## config.mk

```make
export PLATFORM = sky130hd
export DESIGN_NAME = decrypt_mem_flat
export DESIGN_NICKNAME = d
export VERILOG_FILES = /design/src/rtl/decrypt_mem_if.sv /design/src/rtl/decrypt_mem.sv /design/src/flat_wrapper.sv
export SDC_FILE = /design/constraint.sdc
export NUM_CORES = 1
export LEC_CHECK = 0
export CORE_ASPECT_RATIO = 1.25
export CORE_MARGIN = 3
export CORE_UTILIZATION = 50
export CTS_CLUSTER_DIAMETER = 120
export CTS_CLUSTER_SIZE = 8
export DETAILED_ROUTE_END_ITERATION = 16
export PLACE_DENSITY = 0.75
export SKIP_LAST_GASP = 1
export SLEW_MARGIN = 25
export SYNTH_ARGS = -nofsm -noshare
export SYNTH_HDL_FRONTEND = slang
export SYNTH_SLANG_ARGS = --single-unit
```

## constraint.sdc

```tcl
create_clock -name clk -period 2.1 [get_ports clk]
set_clock_uncertainty 0.1 [all_clocks]
set_input_delay 0.315 -clock clk [delete_from_list [all_inputs] [get_ports clk]]
set_output_delay 0.315 -clock clk [all_outputs]
set_load 0.05 [all_outputs]
```

## src/rtl/decrypt_mem_if.sv

```systemverilog
// Memory-side bus of the RC4 decryptor: shuffled S RAM, encrypted ROM, decrypted RAM.
// Signal names match the original flat port names of decrypt_mem.
interface decrypt_mem_if;
  logic [7:0] s_address;
  logic [7:0] s_data;
  logic       s_wren;
  logic [7:0] s_q;
  logic [7:0] e_address;
  logic [7:0] e_q;
  logic [7:0] d_address;
  logic [7:0] d_data;
  logic       d_wren;

  modport master (
    output s_address, s_data, s_wren, e_address, d_address, d_data, d_wren,
    input  s_q, e_q
  );

  modport slave (
    input  s_address, s_data, s_wren, e_address, d_address, d_data, d_wren,
    output s_q, e_q
  );
endinterface

```

## src/rtl/decrypt_mem.sv

```systemverilog
// RC4 PRGA decryptor: walks the shuffled S RAM, XORs the keystream into the
// encrypted ROM and writes plaintext, flagging whether it is all lowercase/space.
module decrypt_mem #(
  parameter int unsigned MSG_LEN = 32
) (
  input  logic          clk,
  input  logic          reset_n,
  input  logic          start,
  decrypt_mem_if.master mem,
  output logic          done,
  output logic          key_valid
);

  typedef enum logic [4:0] {
    IDLE, INC_I, RD_SI, WAIT_SI, SAVE_SI, CALC_J, RD_SJ, WAIT_SJ, SAVE_SJ,
    WR_I, WR_J, CALC_F, RD_F, WAIT_F, SAVE_F, WR_D, CHECK, DONE
  } state_t;

  localparam logic [7:0] K_LAST = 8'(MSG_LEN - 1);

  state_t     state_q, state_d;
  logic [7:0] i_q, i_d, j_q, j_d, k_q, k_d;
  logic [7:0] si_q, si_d, sj_q, sj_d, fidx_q, fidx_d, f_q, f_d, ev_q, ev_d;
  logic [7:0] s_addr_q, s_addr_d, s_data_q, s_data_d, e_addr_q, e_addr_d;
  logic [7:0] d_addr_q, d_addr_d, d_data_q, d_data_d;
  logic       s_wren_q, s_wren_d, d_wren_q, d_wren_d;
  logic       done_q, done_d, kv_q, kv_d;
  logic [7:0] plain;
  logic       plain_ok;

  assign plain    = f_q ^ ev_q;
  assign plain_ok = ((plain >= 8'h61) && (plain <= 8'h7A)) || (plain == 8'h20);

  always_ff @(posedge clk or negedge reset_n) begin
    if (!reset_n) begin
      state_q  <= IDLE;
      i_q      <= '0;
      j_q      <= '0;
      k_q      <= '0;
      si_q     <= '0;
      sj_q     <= '0;
      fidx_q   <= '0;
      f_q      <= '0;
      ev_q     <= '0;
      s_addr_q <= '0;
      s_data_q <= '0;
      s_wren_q <= 1'b0;
      e_addr_q <= '0;
      d_addr_q <= '0;
      d_data_q <= '0;
      d_wren_q <= 1'b0;
      done_q   <= 1'b0;
      kv_q     <= 1'b0;
    end else begin
      state_q  <= state_d;
      i_q      <= i_d;
      j_q      <= j_d;
      k_q      <= k_d;
      si_q     <= si_d;
      sj_q     <= sj_d;
      fidx_q   <= fidx_d;
      f_q      <= f_d;
      ev_q     <= ev_d;
      s_addr_q <= s_addr_d;
      s_data_q <= s_data_d;
      s_wren_q <= s_wren_d;
      e_addr_q <= e_addr_d;
      d_addr_q <= d_addr_d;
      d_data_q <= d_data_d;
      d_wren_q <= d_wren_d;
      done_q   <= done_d;
      kv_q     <= kv_d;
    end
  end

  // Memory controls are registered: values set up in a state appear on the
  // bus during the following cycle, so write enables pulse after WR_I/WR_J/WR_D.
  always_comb begin
    state_d  = state_q;
    i_d      = i_q;
    j_d      = j_q;
    k_d      = k_q;
    si_d     = si_q;
    sj_d     = sj_q;
    fidx_d   = fidx_q;
    f_d      = f_q;
    ev_d     = ev_q;
    s_addr_d = s_addr_q;
    s_data_d = s_data_q;
    s_wren_d = 1'b0;
    e_addr_d = e_addr_q;
    d_addr_d = d_addr_q;
    d_data_d = d_data_q;
    d_wren_d = 1'b0;
    kv_d     = kv_q;
    case (state_q)
      IDLE: if (start) begin
        state_d = INC_I;
        i_d     = '0;
        j_d     = '0;
        k_d     = '0;
        kv_d    = 1'b1;
      end
      INC_I: begin
        i_d     = i_q + 8'd1;
        state_d = RD_SI;
      end
      RD_SI: begin
        s_addr_d = i_q;
        state_d  = WAIT_SI;
      end
      WAIT_SI: state_d = SAVE_SI;
      SAVE_SI: begin
        si_d    = mem.s_q;
        state_d = CALC_J;
      end
      CALC_J: begin
        j_d     = j_q + si_q;
        state_d = RD_SJ;
      end
      RD_SJ: begin
        s_addr_d = j_q;
        state_d  = WAIT_SJ;
      end
      WAIT_SJ: state_d = SAVE_SJ;
      SAVE_SJ: begin
        sj_d    = mem.s_q;
        state_d = WR_I;
      end
      WR_I: begin
        s_addr_d = i_q;
        s_data_d = sj_q;
        s_wren_d = 1'b1;
        state_d  = WR_J;
      end
      WR_J: begin
        s_addr_d = j_q;
        s_data_d = si_q;
        s_wren_d = 1'b1;
        state_d  = CALC_F;
      end
      CALC_F: begin
        // Post-swap S[i]+S[j] equals the pre-swap sum, so the saved values suffice.
        fidx_d  = si_q + sj_q;
        state_d = RD_F;
      end
      RD_F: begin
        s_addr_d = fidx_q;
        e_addr_d = k_q;
        state_d  = WAIT_F;
      end
      WAIT_F: state_d = SAVE_F;
      SAVE_F: begin
        f_d     = mem.s_q;
        ev_d    = mem.e_q;
        state_d = WR_D;
      end
      WR_D: begin
        d_addr_d = k_q;
        d_data_d = plain;
        d_wren_d = 1'b1;
        if (!plain_ok) kv_d = 1'b0;
        state_d  = CHECK;
      end
      CHECK: begin
        if (k_q == K_LAST) begin
          state_d = DONE;
        end else begin
          k_d     = k_q + 8'd1;
          state_d = INC_I;
        end
      end
      DONE: if (!start) state_d = IDLE;
      default: state_d = IDLE;
    endcase
    done_d = (state_d == DONE);
  end

  assign mem.s_address = s_addr_q;
  assign mem.s_data    = s_data_q;
  assign mem.s_wren    = s_wren_q;
  assign mem.e_address = e_addr_q;
  assign mem.d_address = d_addr_q;
  assign mem.d_data    = d_data_q;
  assign mem.d_wren    = d_wren_q;
  assign done          = done_q;
  assign key_valid     = kv_q;

endmodule

```

## src/flat_wrapper.sv

```systemverilog
// flat-port wrapper written by rule: the top's interface ports become plain ports
module decrypt_mem_flat 
#(
  parameter int unsigned MSG_LEN = 32
)
  (clk, reset_n, start, done, key_valid, mem_s_address, mem_s_data, mem_s_wren, mem_e_address, mem_d_address, mem_d_data, mem_d_wren, mem_s_q, mem_e_q);
  decrypt_mem_if mem_i ();
  input  logic clk;
  input  logic reset_n;
  input  logic start;
  output logic done;
  output logic key_valid;
  output wire logic [$bits(mem_i.s_address)-1:0] mem_s_address;
  output wire logic [$bits(mem_i.s_data)-1:0] mem_s_data;
  output wire logic [$bits(mem_i.s_wren)-1:0] mem_s_wren;
  output wire logic [$bits(mem_i.e_address)-1:0] mem_e_address;
  output wire logic [$bits(mem_i.d_address)-1:0] mem_d_address;
  output wire logic [$bits(mem_i.d_data)-1:0] mem_d_data;
  output wire logic [$bits(mem_i.d_wren)-1:0] mem_d_wren;
  input wire logic [$bits(mem_i.s_q)-1:0] mem_s_q;
  input wire logic [$bits(mem_i.e_q)-1:0] mem_e_q;
  assign mem_s_address = mem_i.s_address;
  assign mem_s_data = mem_i.s_data;
  assign mem_s_wren = mem_i.s_wren;
  assign mem_e_address = mem_i.e_address;
  assign mem_d_address = mem_i.d_address;
  assign mem_d_data = mem_i.d_data;
  assign mem_d_wren = mem_i.d_wren;
  assign mem_i.s_q = mem_s_q;
  assign mem_i.e_q = mem_e_q;
  decrypt_mem #(.MSG_LEN(MSG_LEN)) u_core (.clk(clk), .reset_n(reset_n), .start(start), .mem(mem_i), .done(done), .key_valid(key_valid));
endmodule
```

==> results.yml <==
cts:
  root_buffer: "clkbuf_16"
  cts_buffers: 17
  tritoncts: "yes"
  clockBufferDepth: 2
  clk_pin_slew_ns: 0.05
  htreeDepth: 4
  cts.sinks: 113
  clock_latency_ns: 0.41
power_and_ir_drop:
  swShare_pct: 26.4
  combPwrFrac_pct: 16.6
  power_density_nw_per_um2: 923
  switchingPower_mw: 1.72
  internal_power_mw: 4.79
  seqPwrFrac_pct: 38.2
  power_leakage_nw: 3.15
  ir_drop_v: 0.000651
  clkPwrFrac_pct: 45.1
  finalPower_mw: 6.50
grt:
  grt_pass1_wl_um: 20200
  gr-total-overflow: 0
  antenna_found_initial: 0
  first_global_vias: 4123
  grt_start_max_net_pins: 49
  grtUsageTotal_pct: 21.3
yosys:
  synthFlopType: "dfrtp_1"
  yosys_warnings: 0
  synth.distinct_cells: 51
  synthArstFlopShare_pct: 100
  netlist_area_um2: 5370
  synth_edf_count: 0
  avgSynthCellArea_um2: 11.6
  ys_seq_elements: 113
  synthCells: 462
  synth-seq-area-share_pct: 52.6
  synth_nets: 499
place:
  gp_congestion: 0.880
  io_buffer_count: 62
  place_inst: 665
  placed_area_um2: 6360
  dpl.hpwl_um: 8620
cells_and_area:
  fill_cells: 729
  nets: 595
  drive_gt1_share_pct: 24.9
  area_growth_pct: 31.2
  n_antenna_cell: 0
  fin_area_um2: 7050
  fin_cells: 700
timing:
  setup_violations: 0
  hold_violations: 0
  final.period_utilization_pct: 98.1
  period_needed_ns: 2.06
  relSlewSlack_pct: 64.9
  maxSlewViolCount: 0
  fmax_mhz: 485
  tightest_slew_ns: 0.527
  grt_setup_unrepaired: "yes"
route:
  vias_per_cell: 5.59
  drt_iter0_drc: 285
  drc: 0
  wirelength_um: 12200
  wl_per_cell_um: 17.4
  drtAntennaViolNets: 0
  vias: 3916
  firstDrtPassIters: 4
floorplanning:
  num_rows: 41
  core_um2: 10300
  die_h_um: 122
  floorplan.initialDensity_pct: 52.1
  dieArea_um2: 12000
  io_pins: 63
  die_w_um: 98.7
critical_path:
  r2r_end: "u_core.j_q[7]"
  timing_worst_setup_path_type: "reg -> reg"
  worstPathRequired_ns: 2.29
  crit_fanout: 5
  r2r_cells: 6
  cp.arrival_ns: 2.25
  worstReg2RegStart: "u_core.si_q[1]"
  endpoint: "u_core.j_q[7]"
  critical_path.endpoint_type: "flop"
  crit_path_start: "u_core.si_q[1]"
  cp-start-kind: "flop"
  r2r_slack_ns: 0.04
run:
  max_cap_viol_count: 0
worst_hold_path:
  holdCritPathClass: "in -> async"
outcome:
  run_status: "complete, no violations"
==> critical path, cell delays in order (launching register included) <==
cell and delay [ns]:
dfrtp_2 0.43, ha_1 0.33, a211oi_2 0.26, o311ai_2 0.14, a211o_1 0.30, and4b_1 0.19, a31o_2 0.20
==> power by group through the flow <==
stage | Clock, mW | Combinational, mW | Sequential (mW)
final | 2.94 | 1.08 | 2.49
after global routing | 3.06 | 1.18 | 2.50
after CTS | 2.95 | 1.02 | 2.48
after detailed placement | 0 | 1.00 | 2.52
after global placement | 0 | 0.970 | 2.50
after floorplan | 0 | 0.489 | 2.66
==> cells in the mapped netlist (all sizes together) (2+ instances only) <==
library cell	number	area [µm²]
clkbuf	3	11.3
ha	16	200
nor2b	3	18.8
nor3	12	75.1
nand2	47	176
or2	4	25.0
dfrtp	113	2830
nand3	11	55.1
fa	2	40.0
o21ai	26	130
a21o	3	22.5
mux2i	9	90.1
nor4	4	31.3
inv	8	30.0
a22oi	8	60.1
and3	2	12.5
nand4	5	31.3
nand2b	4	25.0
xor2	15	131
buf	11	55.1
o21a	5	37.5
a31oi	2	12.5
o21bai	2	15.0
a211oi	4	35.0
xnor2	13	114
a21oi	15	75.1
mux2	64	721
a22o	11	96.3
nor2	25	96.4
==> layout make-up <==
class / count / area [µm²] / share of cell area [%]
Inverter: 8 / 30.0 / 0.426
Clock inverter: 9 / 130 / 1.85
Sequential cell: 113 / 2830 / 40.1
Clock buffer: 23 / 478 / 6.78
Tap cell: 129 / 161 / 2.29
Multi-Input combinational cell: 327 / 2500 / 35.5
Timing Repair Buffer: 91 / 913 / 13.0
==> sequential cells by signal (all words and copies together), names as in the netlist <==
name                  flops
u_core.mem.e_address      8
u_core.key_valid          1
u_core.done               1
u_core.f_q                8
u_core.sj_q               8
u_core.mem.s_data         8
u_core.fidx_q             8
u_core.j_q                8
u_core.mem.d_address      8
u_core.ev_q               8
u_core.mem.s_wren         1
u_core.state_q            5
u_core.k_q                8
u_core.i_q                8
u_core.mem.s_address      8
u_core.mem.d_data         8
u_core.si_q               8
u_core.mem.d_wren         1
==> worst min path at each step <==
stage	start	to	slack (ns)	cells after the start
final	reset_n	u_core.mem.s_wren	0.32	2
after detailed placement	reset_n	u_core.mem.s_wren	0.22	1
after CTS	reset_n	u_core.mem.s_wren	0.34	2
after floorplan	reset_n	u_core.done	-0.08	0
after global routing	reset_n	u_core.mem.s_wren	0.35	2
after global placement	reset_n	u_core.mem.s_wren	0.21	1
==> cells by family after synthesis <==
family / after synthesis / synth area share (%)
mux: 73 / 15.1
flops: 113 / 52.6
compound gates: 86 / 10.6
simple gates: 122 / 10.9
buf+inv: 22 / 1.79
xor+xnor: 28 / 4.56
fa+ha+maj: 18 / 4.47
==> layer usage <==
layer,wire (µm),up-vias,GRT usage (%)
met5,0,-,0
met4,160,0,8.03
met3,343,13,4.30
met2,6450,70,36.6
met1,5230,1965,26.7
li1,-,1868,-
==> per-stage QoR <==
step / utilization, % / worst slack (ns) / hold slack [ns] / setup TNS, ns
finish: 68.3 / 0.0399 / 0.324 / 0
global route: 68.3 / -0.0386 / 0.355 / -0.0882
CTS: 67.7 / 0.0182 / 0.342 / 0
detailed placement: 61.7 / -0.00660 / 0.223 / -0.00660
global placement: 61.7 / 0.0239 / 0.214 / 0
floorplan: - / 0.139 / -0.0806 / 0
==> timing repair <==
| item | CTS | global route |
|---|---|---|
| setup buffers | 0 | 2 |
| pin swaps | 0 | 4 |
| resized for setup | 1 | 12 |
| hold endpoints to repair | 36 | 0 |
| setup endpoints to repair | 1 | 9 |
| hold buffers | 1 | 0 |
| gates cloned | 0 | 0 |
==> cell usage in the layout (no fill, tap or decap), drive strengths merged, types with 9 or more instances in the layout <==
cell           count
a21oi             15
a22o              11
buf               29
clkbuf            23
clkdlybuf4s50     61
dfrtp            113
ha                16
mux2              64
mux2i              9
nand2             47
nand3             11
nor2              25
nor3              12
o21ai             26
xnor2             13
xor2              15
(Power assumes the default switching activity.)
